### config.mk
export PLATFORM = sky130hd
export DESIGN_NAME = ultrascan_report_collector_flat
export DESIGN_NICKNAME = d
export VERILOG_FILES = /design/src/rtl/ultrascan_report_collector_pkg.sv /design/src/rtl/ultrascan_report_collector_if.sv /design/src/rtl/ultrascan_report_collector_fifo.sv /design/src/rtl/ultrascan_report_collector.sv /design/src/flat_wrapper.sv
export SDC_FILE = /design/constraint.sdc
export NUM_CORES = 1
export LEC_CHECK = 0
export BUFFER_PORTS_ARGS = -buffer_cell sky130_fd_sc_hd__clkbuf_2
export CAP_MARGIN = 20
export CORE_AREA = 2 2 212 214
export CTS_CLUSTER_SIZE = 20
export DETAILED_ROUTE_END_ITERATION = 8
export DIE_AREA = 0 0 214 216
export MAX_ROUTING_LAYER = met4
export PLACE_DENSITY = 0.72
export SLEW_MARGIN = 10
export SYNTH_ARGS = -nofsm -noshare
export SYNTH_HDL_FRONTEND = slang
export SYNTH_SLANG_ARGS = --single-unit
### constraint.sdc
create_clock -name clk -period 4.9 [get_ports clk]
set_input_delay 0 -clock clk [delete_from_list [all_inputs] [get_ports clk]]
set_output_delay 0 -clock clk [all_outputs]
set_load 0.01 [all_outputs]
### src/rtl/ultrascan_report_collector_pkg.sv
// Shared definitions for the UltraScan report collector: default widths,
// the occupancy-width helper and the default-width record layout.
package ultrascan_report_pkg;

  localparam int NUM_REPORTS_DEF    = 1;
  localparam int OFFSET_WIDTH_DEF   = 32;
  localparam int FIFO_DEPTH_DEF     = 16;
  localparam int DROP_CNT_WIDTH_DEF = 16;

  // Occupancy counters must represent 0..depth inclusive, hence one extra bit.
  function automatic int count_w(input int depth);
    return $clog2(depth) + 1;
  endfunction

  localparam int COUNT_W = count_w(FIFO_DEPTH_DEF);

  // One buffered report event: the symbol offset that caused it and the
  // report STE bits seen for that symbol.
  typedef struct packed {
    logic [OFFSET_WIDTH_DEF-1:0] offset;
    logic [NUM_REPORTS_DEF-1:0]  vector;
  } report_rec_t;

endpackage

### src/rtl/ultrascan_report_collector_if.sv
// Report record stream from the collector to the host/kernel writer.
// The collector drives the master side; the consumer uses the slave side.
interface ultrascan_report_collector_if
  import ultrascan_report_pkg::*;
#(
  parameter int NUM_REPORTS  = NUM_REPORTS_DEF,
  parameter int OFFSET_WIDTH = OFFSET_WIDTH_DEF
);

  logic                    rpt_valid;
  logic                    rpt_ready;
  logic [OFFSET_WIDTH-1:0] rpt_offset;
  logic [NUM_REPORTS-1:0]  rpt_vector;

  modport master (
    output rpt_valid,
    output rpt_offset,
    output rpt_vector,
    input  rpt_ready
  );

  modport slave (
    input  rpt_valid,
    input  rpt_offset,
    input  rpt_vector,
    output rpt_ready
  );

endinterface

### src/rtl/ultrascan_report_collector_fifo.sv
// Single-clock show-ahead FIFO of report records. The head entry is visible
// combinationally on rdata_o whenever empty_o is low.
module report_fifo
  import ultrascan_report_pkg::*;
#(
  parameter type rec_t = report_rec_t,
  parameter int  DEPTH = FIFO_DEPTH_DEF
) (
  input  logic                      clk,
  input  logic                      reset,
  input  logic                      push_i,
  input  rec_t                      wdata_i,
  input  logic                      pop_i,
  output rec_t                      rdata_o,
  output logic                      full_o,
  output logic                      empty_o,
  output logic [count_w(DEPTH)-1:0] count_o
);

  localparam int PTR_W = $clog2(DEPTH);
  localparam int CNT_W = count_w(DEPTH);

  logic [PTR_W-1:0] wr_ptr_q, rd_ptr_q;
  logic [CNT_W-1:0] count_q, count_d;
  rec_t             mem_q [DEPTH];
  logic             do_push, do_pop;

  assign empty_o = (count_q == '0);
  assign full_o  = (count_q == CNT_W'(DEPTH));
  assign count_o = count_q;
  assign rdata_o = mem_q[rd_ptr_q];

  // A pop is only real when data is present; a push into a full FIFO is only
  // legal when the same cycle frees the head slot.
  assign do_pop  = pop_i && !empty_o;
  assign do_push = push_i && (!full_o || do_pop);

  // Next occupancy: push and pop together leave it unchanged.
  always_comb begin
    // NOTE: default assignment first so every path assigns count_d; otherwise a latch is inferred.
    count_d = count_q;
    case ({do_push, do_pop})
      2'b10:   count_d = count_q + 1'b1;
      2'b01:   count_d = count_q - 1'b1;
      default: count_d = count_q;
    endcase
  end

  // Pointer and occupancy registers; pointers wrap naturally at DEPTH.
  always_ff @(posedge clk) begin
    // NOTE: sequential state uses non-blocking (<=) so all registers update from pre-edge values.
    if (reset) begin
      wr_ptr_q <= '0;
      rd_ptr_q <= '0;
      count_q  <= '0;
    end else begin
      if (do_push) wr_ptr_q <= wr_ptr_q + 1'b1;
      if (do_pop)  rd_ptr_q <= rd_ptr_q + 1'b1;
      count_q <= count_d;
    end
  end

  // Record storage write port.
  always_ff @(posedge clk) begin
    // NOTE: storage is deliberately not reset; entries are only read once count_q says they were written.
    if (do_push) mem_q[wr_ptr_q] <= wdata_i;
  end

endmodule

### src/rtl/ultrascan_report_collector.sv
// Downstream end of the automaton symbol->report path. Tracks the symbol
// offset, captures {offset, report vector} records one cycle after each
// reporting symbol, buffers them and drains them over a valid/ready stream.
// Records arriving while the buffer is full and not draining are dropped
// and counted; the automaton is never stalled.
module ultrascan_report_collector
  import ultrascan_report_pkg::*;
#(
  parameter int NUM_REPORTS    = NUM_REPORTS_DEF,
  parameter int OFFSET_WIDTH   = OFFSET_WIDTH_DEF,
  parameter int FIFO_DEPTH     = FIFO_DEPTH_DEF,
  parameter int DROP_CNT_WIDTH = DROP_CNT_WIDTH_DEF
) (
  input  logic                           clk,
  input  logic                           reset,
  input  logic                           run,
  input  logic [NUM_REPORTS-1:0]         report_in,
  ultrascan_report_collector_if.master   rpt,
  output logic [count_w(FIFO_DEPTH)-1:0] fifo_count,
  output logic                           overflow,
  output logic [DROP_CNT_WIDTH-1:0]      drop_cnt
);

  // Record layout at this instance's widths (same shape as report_rec_t).
  typedef struct packed {
    logic [OFFSET_WIDTH-1:0] offset;
    logic [NUM_REPORTS-1:0]  vector;
  } coll_rec_t;

  logic [OFFSET_WIDTH-1:0]   symbol_cnt_q, symbol_cnt_d;
  logic                      run_q;
  logic                      overflow_q, overflow_d;
  logic [DROP_CNT_WIDTH-1:0] drop_cnt_q, drop_cnt_d;

  logic      capture, push, pop, drop;
  logic      fifo_full, fifo_empty;
  coll_rec_t push_rec, head_rec;

  // STE outputs lag their symbol by one cycle, so a report is only meaningful
  // when the previous cycle actually presented a symbol. This also ignores
  // active_state held high while the stream is stalled.
  assign capture = run_q && (|report_in);

  // symbol_cnt_q already counts the reporting symbol, so its offset is one less.
  assign push_rec = '{offset: symbol_cnt_q - 1'b1, vector: report_in};

  assign pop  = !fifo_empty && rpt.rpt_ready;
  assign push = capture && (!fifo_full || pop);
  assign drop = capture && fifo_full && !pop;

  report_fifo #(
    .rec_t (coll_rec_t),
    .DEPTH (FIFO_DEPTH)
  ) u_fifo (
    .clk     (clk),
    .reset   (reset),
    .push_i  (push),
    .wdata_i (push_rec),
    .pop_i   (pop),
    .rdata_o (head_rec),
    .full_o  (fifo_full),
    .empty_o (fifo_empty),
    .count_o (fifo_count)
  );

  // Stream outputs; fields read as zero while nothing is buffered so stale
  // storage never shows on the bus.
  assign rpt.rpt_valid  = !fifo_empty;
  assign rpt.rpt_offset = fifo_empty ? '0 : head_rec.offset;
  assign rpt.rpt_vector = fifo_empty ? '0 : head_rec.vector;

  assign overflow = overflow_q;
  assign drop_cnt = drop_cnt_q;

  // Next-state for the symbol counter (free-running wrap) and drop tracking
  // (sticky flag, saturating count).
  always_comb begin
    symbol_cnt_d = symbol_cnt_q;
    overflow_d   = overflow_q;
    drop_cnt_d   = drop_cnt_q;
    if (run) symbol_cnt_d = symbol_cnt_q + 1'b1;
    if (drop) begin
      overflow_d = 1'b1;
      if (drop_cnt_q != '1) drop_cnt_d = drop_cnt_q + 1'b1;
    end
  end

  // Collector state registers.
  always_ff @(posedge clk) begin
    if (reset) begin
      symbol_cnt_q <= '0;
      run_q        <= 1'b0;
      overflow_q   <= 1'b0;
      drop_cnt_q   <= '0;
    end else begin
      symbol_cnt_q <= symbol_cnt_d;
      run_q        <= run;
      overflow_q   <= overflow_d;
      drop_cnt_q   <= drop_cnt_d;
    end
  end

endmodule

### src/flat_wrapper.sv
// flat-port wrapper written by rule: the top's interface ports become plain ports
module ultrascan_report_collector_flat import ultrascan_report_pkg::*;
#(
  parameter int NUM_REPORTS    = NUM_REPORTS_DEF,
  parameter int OFFSET_WIDTH   = OFFSET_WIDTH_DEF,
  parameter int FIFO_DEPTH     = FIFO_DEPTH_DEF,
  parameter int DROP_CNT_WIDTH = DROP_CNT_WIDTH_DEF
)
  (clk, reset, run, report_in, fifo_count, overflow, drop_cnt, rpt_rpt_valid, rpt_rpt_offset, rpt_rpt_vector, rpt_rpt_ready);
  ultrascan_report_collector_if #(.NUM_REPORTS(NUM_REPORTS), .OFFSET_WIDTH(OFFSET_WIDTH)) rpt_i ();
  input  logic clk;
  input  logic reset;
  input  logic run;
  input  logic [NUM_REPORTS-1:0] report_in;
  output logic [count_w(FIFO_DEPTH)-1:0] fifo_count;
  output logic overflow;
  output logic [DROP_CNT_WIDTH-1:0] drop_cnt;
  output wire logic [$bits(rpt_i.rpt_valid)-1:0] rpt_rpt_valid;
  output wire logic [$bits(rpt_i.rpt_offset)-1:0] rpt_rpt_offset;
  output wire logic [$bits(rpt_i.rpt_vector)-1:0] rpt_rpt_vector;
  input wire logic [$bits(rpt_i.rpt_ready)-1:0] rpt_rpt_ready;
  assign rpt_rpt_valid = rpt_i.rpt_valid;
  assign rpt_rpt_offset = rpt_i.rpt_offset;
  assign rpt_rpt_vector = rpt_i.rpt_vector;
  assign rpt_i.rpt_ready = rpt_rpt_ready;
  ultrascan_report_collector #(.NUM_REPORTS(NUM_REPORTS), .OFFSET_WIDTH(OFFSET_WIDTH), .FIFO_DEPTH(FIFO_DEPTH), .DROP_CNT_WIDTH(DROP_CNT_WIDTH)) u_core (.clk(clk), .reset(reset), .run(run), .report_in(report_in), .rpt(rpt_i), .fifo_count(fifo_count), .overflow(overflow), .drop_cnt(drop_cnt));
endmodule
# Word-level counts from Yosys, hierarchy flattened

Memory sizes are Yosys's and may differ from the RTL's. A register that Yosys moved wholly into a read port is not among the register bits.
Cells that the tools add are included.

Register bits after elaboration: 63
Memory bits (writable): 528
Bits of input ports: 5
Output and inout port bits: 56
Logic and storage cells: 41
Memories kept: 1

Memory list:

| memory              | depth | bits a word | read ports | clocked after memory_dff | write ports | line                                  | RTL |
|---|---|---|---|---|---|---|---|
| u_core.u_fifo.mem_q | 16    | 33          | 1          | 1                        | 1           | ultrascan_report_collector_fifo.sv:25 | `rec_t mem_q [DEPTH];` |

Add/subtract/negate cells: 7
Equal/unequal tests: 4
Mux-type cells: 7
Reduce and logical (&&, ||, !) cells: 15

Operators with widths:

| kind                    | number |
|---|---|
| $add A32 B1 Y32 const B | 1 |
| $mux W32                | 1 |
| $sub A32 B1 Y32 const B | 1 |
| $add A16 B1 Y16 const B | 1 |
| $ne A16 B16 Y1 const B  | 1 |
| $pmux W5 S2             | 1 |
| $add A4 B1 Y4 const B   | 2 |
| $mux W4                 | 2 |
| $logic_and A1 B1 Y1     | 7 |
| $add A5 B1 Y5 const B   | 1 |
| $eq A5 B5 Y1 const B    | 1 |
| $logic_not A5 Y1        | 1 |
| $sub A5 B1 Y5 const B   | 1 |
| $logic_not A1 Y1        | 3 |
| $mux W1                 | 3 |
| $eq A2 B1 Y1 const B    | 1 |
| $eq A2 B2 Y1 const B    | 1 |
| $logic_or A1 B1 Y1      | 2 |
| $reduce_and A2 Y1       | 1 |
| $reduce_bool A2 Y1      | 1 |

# Depth between registers and ports, before layout

Gate-level depths: netlist (run 1).

Depth after elaboration: 8
Mapped depth: 13
Mapped depth without buffers: 10

# Modules after synthesis

Synthesis (run 1) repeated with hierarchy kept, for this count alone.

Cells, all modules: 1352
Area, all modules: 24069.3 µm²

By module, submodules not included:

| module                     | times used | cells an instance | area each (µm²) | sequential area each (µm²) |
|---|---|---|---|---|
| report_fifo                | 1          | 925               | 20707.4         | 16195.5 |
| ultrascan_report_collector | 1          | 427               | 3362.0          | 1001.0 |

# Worst setup path before layout (run 1)

OpenSTA, ideal clock, no wires.

Kind: reg-to-reg
Start: reg u_core.u_fifo.count_q[4], in the netlist u_core.u_fifo.count_o[4]
End: mem u_core.u_fifo.mem_q[0][0] (netlist name) (enable)
Library setup time: 0.464 ns
Data arrival time: 3.509 ns
Data required time: 4.436 ns
Setup slack: 0.927 ns
Stages on the path, launching flop included: 6
Path buffers: 1
Clock period less this slack: 3.973 ns
Path through: dfxtp_1 > clkbuf_1 > nor2b_1 > a21oi_1 > nand2_1 > nor3_1

Longest elaborated chain between the ends: 8
Elaborated cells on any way between the ends: 12
Classes of those cells: eq/ne (1); mux (2); reduce/logical (9)

RTL lines:

| element                                                          | line                                                                    | RTL |
|---|---|---|
| start: declaration                                               | ultrascan_report_collector_fifo.sv:24                                   | `logic [CNT_W-1:0] count_q, count_d;` |
| start signal: assignment                                         | ultrascan_report_collector_fifo.sv:59                                   | `count_q <= count_d;` |
| $logic_not A5 Y1                                                 | ultrascan_report_collector_fifo.sv:28                                   | `assign empty_o = (count_q == '0);` |
| $logic_not A1 Y1                                                 | ultrascan_report_collector_fifo.sv:35, ultrascan_report_collector.sv:47 |  |
| $logic_and A1 B1 Y1                                              | ultrascan_report_collector.sv:47                                        | `assign pop = !fifo_empty && rpt.rpt_ready;` |
| $logic_or A1 B1 Y1 / $logic_and A1 B1 Y1 (equally long branches) | ultrascan_report_collector.sv:48, ultrascan_report_collector_fifo.sv:35 |  |
| $logic_and A1 B1 Y1 / $logic_or A1 B1 Y1 (equally long branches) | ultrascan_report_collector.sv:48, ultrascan_report_collector_fifo.sv:36 |  |
| $logic_and A1 B1 Y1 *                                            | ultrascan_report_collector_fifo.sv:36                                   | `assign do_push = push_i && (!full_o \|\| do_pop);` |
| $mux W1 *                                                        | ultrascan_report_collector_fifo.sv:66                                   | `if (do_push) mem_q[wr_ptr_q] <= wdata_i;` |
| $mux W1 (implied by the code) *                                  | ultrascan_report_collector_fifo.sv:66                                   |  |
| end: declaration                                                 | ultrascan_report_collector_fifo.sv:25                                   |  |

Every way passes the cells marked *; elsewhere a longest branch is shown, timed or not.

==> results of run 1 <==
## power by group through the flow
| stage | Clock (mW) | Combinational, mW | Sequential [mW] |
|---|---|---|---|
| floorplan | 0 | 1.87 | 5.87 |
| global placement | 0 | 2.61 | 5.92 |
| detailed placement | 0 | 2.66 | 5.92 |
| CTS | 4.30 | 2.67 | 5.81 |
| global route | 4.51 | 2.90 | 5.82 |
| finish | 4.25 | 2.67 | 5.81 |
## cell type report
class	count	area (µm²)	share of cell area
clock buffer	73	1538	0.05685
clock inverter	28	264.0	0.009760
inverter	23	86.33	0.003192
multi-input combinational	617	6435	0.2379
sequential	595	17210	0.6362
tap	592	740.7	0.02738
timing repair buffer	118	778.2	0.02877
## sequential cells by signal, indices dropped and copies added, names as in the netlist, named ones only
name / count
u_core.run_q: 1
u_core.u_fifo.mem_q: 528
u_core.overflow: 1
u_core.drop_cnt: 16
u_core.u_fifo.count_o: 5
u_core.u_fifo.wr_ptr_q: 4
u_core.symbol_cnt_q: 32
u_core.u_fifo.rd_ptr_q: 4
## critical path: stages, from the launching register on
cell     delay (ns)
dfxtp_1        0.35
inv_1          0.37
ha_1           0.30
or4b_2         0.68
nor4_1         0.51
nand2_1        0.14
xnor2_1        0.86
## path summary, 6_finish.rpt
kind,slack [ns],start,to
min,0.32,reset,flip-flop
max,1.35,u_core.symbol_cnt_q[0],u_core.u_fifo.mem_q[1][15]
max reg2reg,1.35,u_core.symbol_cnt_q[0],u_core.u_fifo.mem_q[1][15]
min reg2reg,0.50,u_core.overflow,u_core.overflow
## layer usage
metal / track usage / routed length, µm / part of all wire
met1: 0.3091 / 21190 / 0.43
met2: 0.3574 / 24570 / 0.49
met4: 0.06480 / 932 / 0.019
met3: 0.03397 / 3098 / 0.062
met5: - / 0 / 0
## cells by family after synthesis
group                    after synthesis
XOR/XNOR                              47
AND/OR/NAND/NOR                      234
multiplexers                         205
AO/OA/AOI/OAI                        119
flip-flops                           595
buffers and inverters                111
adder cells (fa/ha/maj)               12
## synthesized netlist by cell type (all sizes together), types with 2 or more instances
master  count
a21oi      35
and3        5
and4        3
buf        27
clkbuf     61
dfxtp      67
edfxtp    528
ha         12
inv        23
mux2        3
mux2i      70
mux4      132
nand2      31
nand2b      4
nand3      20
nand3b      2
nand4      18
nor2       52
nor2b       6
nor3       21
nor3b       5
nor4       12
nor4b       2
o21a        2
o21ai      17
o22ai      34
o31ai      19
or2         3
or3        17
or4        28
xnor2      26
xor2       21
## stage by stage
stage,hold slack (ns),instances
after floorplan,0.09887,1323
after global placement,0.3595,1917
after detailed placement,0.3777,1920
after CTS,0.2945,2025
after global routing,0.3590,2046
final,0.3232,2046
## what timing repair did
| item | CTS | global route |
|---|---|---|
| setup buffers | 0 | 0 |
| hold endpoints to repair | 34 | 0 |
| hold buffers | 4 | 0 |
| endpoints found under the setup margin | 0 | 0 |
| gates resized for setup | 0 | 0 |
==> results.cfg, run 1 <==
[finish]
diodes = 0
drive_gt1_frac = 0.2442
fill_cells = 3069
final_common_cell = edfxtp_1
mostFrequentLayoutCells = edfxtp_1, mux4_2, mux2i_1
final_area_um2 = 27050
areaGrowthSynthToFinish_pct = 12.93
final_core_util = 0.6171
nets = 1428

[detailed_routing]
viasPerCell = 6.143
drt_drc_violations_left = 0
ant_nets = 0
routed_wl_mm = 49.79
drt_iter0_drc = 1229
vias = 12570
drt_first_pass_iters = 6
wl_per_cell_um = 24.33

[clock_network]
htreeDepth = 2
clockBufferDepth = 3
numCtsBuffers = 56
clock_latency_ns = 0.61
cts_tree = built
cts_sinks = 595
clkTransAtPathRegs_ns = 0.06
root_buffer = clkbuf_16

[yosys]
ys.flop_type = edfxtp_1
synth-edff-count = 528
synthesis.nets = 1340
syn_area_um2 = 23950
synth_compound_area_frac = 0.03072
netlist_top_cells_area = edfxtp_1, mux4_2, dfxtp_1
yosysWarnings = 0
yosysTopAreaCellShare = 0.6620
yosys_register_bits = 595
synth-adder-area-share = 0.006269
synth.distinct_cells = 54
yosys.area_share.xor_xnor = 0.01719
syn_avg_cell_area_um2 = 18.10
ys_async_sr_fraction = 0
synthSimpleGateAreaFrac = 0.05375
yosysTopAreaCell = edfxtp_1
syn_inst = 1323
synth_top_family_by_area = multiplexers
synth.area.mux_share = 0.1548
seq_area_frac_synth = 0.7180

[timing]
skew_ns = 0.02889
fmax_ghz = 0.2814
rsz0062_at_grt = false
timing.setup.tns_ns = 0
final_max_slew_viol_count = 0
relSlewSlack = 0.2413
hold_violations = 0
tightest_slew_ns = 1.134
period_needed_ns = 3.553
setup_ws_ns = 1.347
setup_violations = 0
period_share = 0.7251

[grt]
grt_pass1_vias = 12720
grt_pass1_wl_mm = 76.28
gr-total-overflow = 0
gr-usage-all-layers = 0.2257
grt_max_degree = 124
antenna_found_initial = 0

[min_path]
whs_path_depth = 4
holdCritPathClass = input port to flip-flop

[power_and_ir_drop]
p_seq_frac = 0.457
p_leak_nw = 8.336
p_sw_mw = 3.360
internal-power_mw = 9.358
swShare = 0.2642
peakVddDrop_mv = 0.3859
power.share.clock = 0.334
powerDensity_nw_per_um2 = 470.2
combPwrFrac = 0.210
total_power_mw = 12.72

[critical_path]
endpoint_kind = flip-flop
cp_data_arrival_time_ns = 3.81
critPathLaunchType = flip-flop
path_class = flip-flop to flip-flop
cp_max_fo = 17
required_ns = 5.16
ff2ff_path_depth = 6

[floorplan]
start_util = 0.5464
die_width_um = 214
die_h_um = 216
die_area_um2 = 46220
placementRows = 77
io_pins = 61
coreArea_um2 = 43840

[placed_design]
gp_congestion = 0.8408
port_buffers = 60
placed_cell_area_um2 = 25040
hpwlAfterDp_mm = 27.46
post-place-ws_ns = 1.279

[status]
status = completed

[flow_run]
maxCapViolCount = 0
No activity file was read; power rests on OpenSTA's default activity.
==> inputs of run 2 (changes only) <==
Settings changed: ABC_AREA from default to 1, CORE_AREA 2 2 212 214 to 2 2 219 221, DIE_AREA 0 0 214 216 to 0 0 221 223, PLACE_DENSITY 0.72 to 0.75.
Clock period 4.9 ns to 2.89 ns, I/O delays scaled along.
==> run 2 against run 1 <==
Against the previous run:
- cell count increased by 56%
- sequential share of layout area decreased by 3.9 points
- synthesized cell count increased by 85%
- worst hold slack lost 0.049 ns
- critical path depth did not move
- non-clock buffer count increased by 26
- critical endpoint is now rpt_rpt_vector
==> results.cfg, run 2 <==
[timing]
tightest_slew_ns = 1.086
hold_violations = 0
setup_violations = 0
setup_ws_ns = 0.1916
relSlewSlack = 0.2737
rsz0062_at_grt = false
period_share = 0.9337
skew_ns = 0.01692
fin_hold_ws_ns = 0.2742
timing.setup.tns_ns = 0
fmax_ghz = 0.3706
final_max_slew_viol_count = 0
period_needed_ns = 2.698

[yosys]
seq_area_frac_synth = 0.6743
syn_avg_cell_area_um2 = 10.40
synthSimpleGateAreaFrac = 0.2469
synth.area.mux_share = 0
synthesis.nets = 2470
yosysTopAreaCell = edfxtp_1
yosys_register_bits = 595
synth-edff-count = 528
netlist_top_cells_area = edfxtp_1, nand2_1, nand3_1
synth_top_family_by_area = simple AND/OR/NAND/NOR gates
ys_async_sr_fraction = 0
yosys.area_share.xor_xnor = 0.01408
syn_area_um2 = 25500
synth_compound_area_frac = 0.02134
yosysWarnings = 0
syn_inst = 2453
synth.distinct_cells = 36
ys.flop_type = edfxtp_1
synth_common_cells = nand2_1, edfxtp_1, nand3_1
synth.most_common_cell = nand2_1
yosysTopAreaCellShare = 0.6217
synth-adder-area-share = 0.005887

[floorplan]
start_util = 0.5410
die_h_um = 223
io_pins = 61
coreArea_um2 = 47150
die_width_um = 221
die_area_um2 = 49280
placementRows = 80

[critical_path]
path_class = flip-flop to output port
endpoint_kind = output port
critPathTopFamily = flip-flops
cpMostUsedCell = nand2_1
cp_slowest_cell = dfxtp_2
required_ns = 2.89
path_cells = buf_4 > nand3_1 > nand2_1 > nand2_1 > a21oi_1 > clkbuf_2
cp_data_arrival_time_ns = 2.70
max_stage_delay_ns = 0.74
cp_max_fo = 22
critPathLaunchType = flip-flop
cp_num_buf_inv = 2

[power_and_ir_drop]
power.share.clock = 0.301
combPwrFrac = 0.278
swShare = 0.3341
peakVddDrop_mv = 0.5772
p_sw_mw = 7.806
internal-power_mw = 15.56
p_seq_frac = 0.420
powerDensity_nw_per_um2 = 810.8
total_power_mw = 23.36
p_leak_nw = 10.71

[clock_network]
htreeDepth = 2
cts_tree = built
ctsResizeCount = 0
cts_sinks = 595
clkTransAtPathRegs_ns = 0.06
root_buffer = clkbuf_16
clock_latency_ns = 0.62
numCtsBuffers = 58
clockBufferDepth = 3

[grt]
grt_max_degree = 133
antenna_found_initial = 1
gr-usage-all-layers = 0.2635
gr-total-overflow = 0
grt_pass1_wl_mm = 97.93
grt_pass1_vias = 17600

[detailed_routing]
ant_nets = 0
drt_iter0_drc = 2009
wl_per_cell_um = 19.86
routed_wl_mm = 63.46
drt_first_pass_iters = 6
viasPerCell = 5.757
drt_drc_violations_left = 0
vias = 18390

[placed_design]
placed_cell_area_um2 = 26940
placedCellCount = 3076
hpwlAfterDp_mm = 35.45
gp_congestion = 0.9412
post-place-ws_ns = 0.2949
port_buffers = 60

[status]
status = completed

[finish]
areaGrowthSynthToFinish_pct = 12.97
final_core_util = 0.6111
mostFrequentLayoutCells = nand2_1, edfxtp_1, nand3_1
drive_gt1_frac = 0.1028
nets = 2548
final_common_cell = nand2_1
largest_register_ffs = 528
stdcell_count = 3195
regMostFlops = u_core.u_fifo.mem_q
final_area_um2 = 28810

[min_path]
holdCritPathClass = input port to flip-flop

[flow_run]
maxCapViolCount = 0
run 2: cell types whose count changed after synthesis, moves of 18 or more:
cell,change
nor2_1,+87
o31ai_1,-19
o22ai_1,-34
a21oi_1,+36
nand2_1,+815
or4_1,-27
xnor2_1,-18
nand3_1,+421
mux2i_1,-70
inv_1,+70
clkbuf_1,-31
mux4_2,-132
buf_2,+67
run 2: logic make-up (layout without fill, tap and decap cells):
family / count (synthesis) / count (layout)
simple gates: 1479 / 1479
flops: 595 / 595
buf+inv: 222 / 348
compound gates: 104 / 104
xor+xnor: 41 / 41
fa+ha+maj: 12 / 12
other cells: 0 / 1
run 2: layout make-up:
| cell class | count | area [µm²] |
|---|---|---|
| fillers | 3649 | 18330 |
| flip-flops and latches | 595 | 17210 |
| multi-input cells | 1636 | 7470 |
| clock buffers | 69 | 1514 |
| repair buffers | 144 | 1239 |
| well taps | 615 | 769.5 |
| inverters | 96 | 367.9 |
| clock inverters | 39 | 242.7 |
| diodes | 1 | 2.502 |
run 2: power by group through the flow:
stage                     combinational, mW  clock (mW)  sequential, mW
after floorplan                        4.32           0            9.91
after global placement                 6.21           0            10.0
after detailed placement               6.35           0            10.0
after CTS                              6.40        7.11            9.84
after global routing                   7.17        7.44            9.82
final                                  6.50        7.04            9.81
run 2: what timing repair did:
item | 4_1_cts | 5_1_grt
endpoints found under the setup margin | 0 | 2
buffers inserted | 0 | 1
hold buffers | 5 | 0
endpoints found under the hold margin | 59 | 0
run 2: path summary, 6_finish.rpt:
| path | start | endpoint | slack [ns] | cells past startpoint |
|---|---|---|---|---|
| min reg2reg | u_core.u_fifo.count_o[4] | u_core.u_fifo.count_o[4] | 0.50 | 2 |
| max | flip-flop | rpt_rpt_vector | 0.19 | 6 |
| max reg2reg | u_core.symbol_cnt_q[0] | u_core.u_fifo.mem_q[10][25] | 0.25 | 7 |
| min | run | u_core.symbol_cnt_q[1] | 0.27 | 3 |
run 2: worst register-to-register path, delay by kind of cell (launching register included):
family,cells,cell delay [ns]
and+or+nand+nor,3,0.45
adders and majority gates,1,0.23
buffers and inverters,2,0.39
xor gates and xnor gates,1,0.86
DFF,1,0.34
run 2: layer usage:
layer | vias up | wire, µm | track usage
met4 | 0 | 1646 | 0.09201
met2 | 887 | 30670 | 0.4236
met1 | 8848 | 25430 | 0.3423
met5 | - | 0 | -
li1 | 8526 | - | -
met3 | 133 | 5719 | 0.04346
==> inputs of run 3 (changes only) <==
Settings changed: PLACE_DENSITY 0.75 to 0.74.
==> run 3 against run 2 <==
Against the previous run:
- sequential power up 0.6%
- critical path depth is 2 higher
- cell count barely moved
- clock skew is 0.0075 ns lower
- count of clock-buffer cells in the layout unchanged
- sequential cell count stayed put
- non-clock buffer count rose by 7
- total power up 1.7%
- combinational power is 0.6% lower
- die area is the same
- cell area increased by 0.50%
- maximum frequency fell by 1.1%
- critical endpoint is now rpt_rpt_offset[2]
- largest power group unchanged
==> results.cfg, run 3 (synthesis gave the netlist of run 2 again) <==
[status]
status = completed

[clock_network]
clockBufferDepth = 3
root_buffer = clkbuf_16
htreeDepth = 2
clkTransAtPathRegs_ns = 0.06
cts_tree = built
clock_latency_ns = 0.62
cts_sinks = 595
postCtsSetupRepairBufs = 0
numCtsBuffers = 58

[floorplan]
die_area_um2 = 49280
coreArea_um2 = 47150
die_width_um = 221
placementRows = 80
start_util = 0.5410
die_h_um = 223
io_pins = 61

[grt]
antenna_found_initial = 0
gr-usage-all-layers = 0.2686
grt_max_degree = 82
grt_pass1_vias = 17920
gr-total-overflow = 0
grt_pass1_wl_mm = 99.62

[timing]
setup_violations = 0
skew_ns = 0.009458
period_needed_ns = 2.728
rsz0062_at_grt = false
final_max_slew_viol_count = 0
relSlewSlack = 0.3747
hold_violations = 0
timing.setup.tns_ns = 0
tightest_slew_ns = 0.9369
fmax_ghz = 0.3666
period_share = 0.9439

[critical_path]
endpoint_kind = output port
path_class = flip-flop to output port
critPathLaunchType = flip-flop
cp_data_arrival_time_ns = 2.73
cp_max_fo = 47
required_ns = 2.89
r2r_start = u_core.u_fifo.count_o[0]

[finish]
nets = 2555
regMostFlops = u_core.u_fifo.mem_q
regArea_um2 = 17210
largest_register_ffs = 528
drive_gt1_frac = 0.1053
multi_input_area_um2 = 7470
areaGrowthSynthToFinish_pct = 13.54
final_area_um2 = 28960
fill_cells = 3607
stdcell_count = 3197
mostFrequentLayoutCells = nand2_1, edfxtp_1, nand3_1
diodes = 0
final_common_cell = nand2_1

[detailed_routing]
routed_wl_mm = 63.93
vias = 18460
drt_drc_violations_left = 0
drt_iter0_drc = 2296
viasPerCell = 5.773
wl_per_cell_um = 20.00
drt_first_pass_iters = 6
ant_nets = 0

[placed_design]
hpwlAfterDp_mm = 36.28
port_buffers = 60
placedCellCount = 3084
placed_cell_area_um2 = 27020
gp_congestion = 0.9124

[power_and_ir_drop]
peakVddDrop_mv = 0.5240
p_leak_nw = 10.80
powerDensity_nw_per_um2 = 820.2

[flow_run]
maxCapViolCount = 0

[min_path]
holdCritPathClass = input port to flip-flop
holdCritStartpoint = run
-- run 3: worst paths after layout --
check        slack [ns]                        to  cells past startpoint
max                0.16         rpt_rpt_offset[2]                      8
min                0.28    u_core.symbol_cnt_q[1]                      3
max reg2reg        0.47  u_core.u_fifo.count_o[4]                     14
min reg2reg        0.48           u_core.overflow                      2
-- run 3: layer usage --
| layer | up-vias | track usage | wire length, µm |
|---|---|---|---|
| li1 | 8544 | - | - |
| met2 | 986 | 0.4286 | 30600 |
| met3 | 154 | 0.03740 | 6306 |
| met5 | - | - | 0 |
| met1 | 8772 | 0.3519 | 24900 |
| met4 | 0 | 0.1054 | 2124 |
-- run 3: stage by stage --
step	hold slack [ns]	worst slack (ns)	total power, mW	utilization
after floorplan	0.08953	-0.03834	14.23	-
after detailed placement	0.3800	0.3466	16.39	0.5731
after global routing	0.2907	0.01540	24.85	0.6142
after CTS	0.2639	0.06427	23.77	0.6134
final	0.2830	0.1621	23.75	0.6142
after global placement	0.3588	0.5528	16.26	0.5731
-- run 3: area by class of cell --
cell class	count	share of cell area
Sequential cell	595	0.5942
Timing Repair Buffer	151	0.04446
Clock buffer	69	0.05155
Multi-Input combinational cell	1636	0.2580
Tap cell	615	0.02657
Inverter	96	0.01288
Clock inverter	35	0.01236
-- run 3: power breakdown --
group | switching, mW | leakage (nW) | internal, mW
logic | 4.48 | 4.63 | 1.98
registers | 0.202 | 5.28 | 9.66
clock network | 3.13 | 0.895 | 4.29
total | 7.82 | 10.8 | 15.9
-- run 3: critical path: stages (launching register included) --
cell	delay (ns)
dfxtp_4	0.61
inv_6	0.28
buf_4	0.32
nand3_1	0.11
nand3_1	0.07
nand2_1	0.09
nand2_1	0.06
a21oi_1	0.32
clkbuf_2	0.21
-- run 3: repair_timing --
| item | CTS | global route |
|---|---|---|
| resized for setup | 0 | 3 |
| hold endpoints to repair | 61 | 0 |
| setup endpoints to repair | 0 | 4 |
| hold buffers | 5 | 0 |
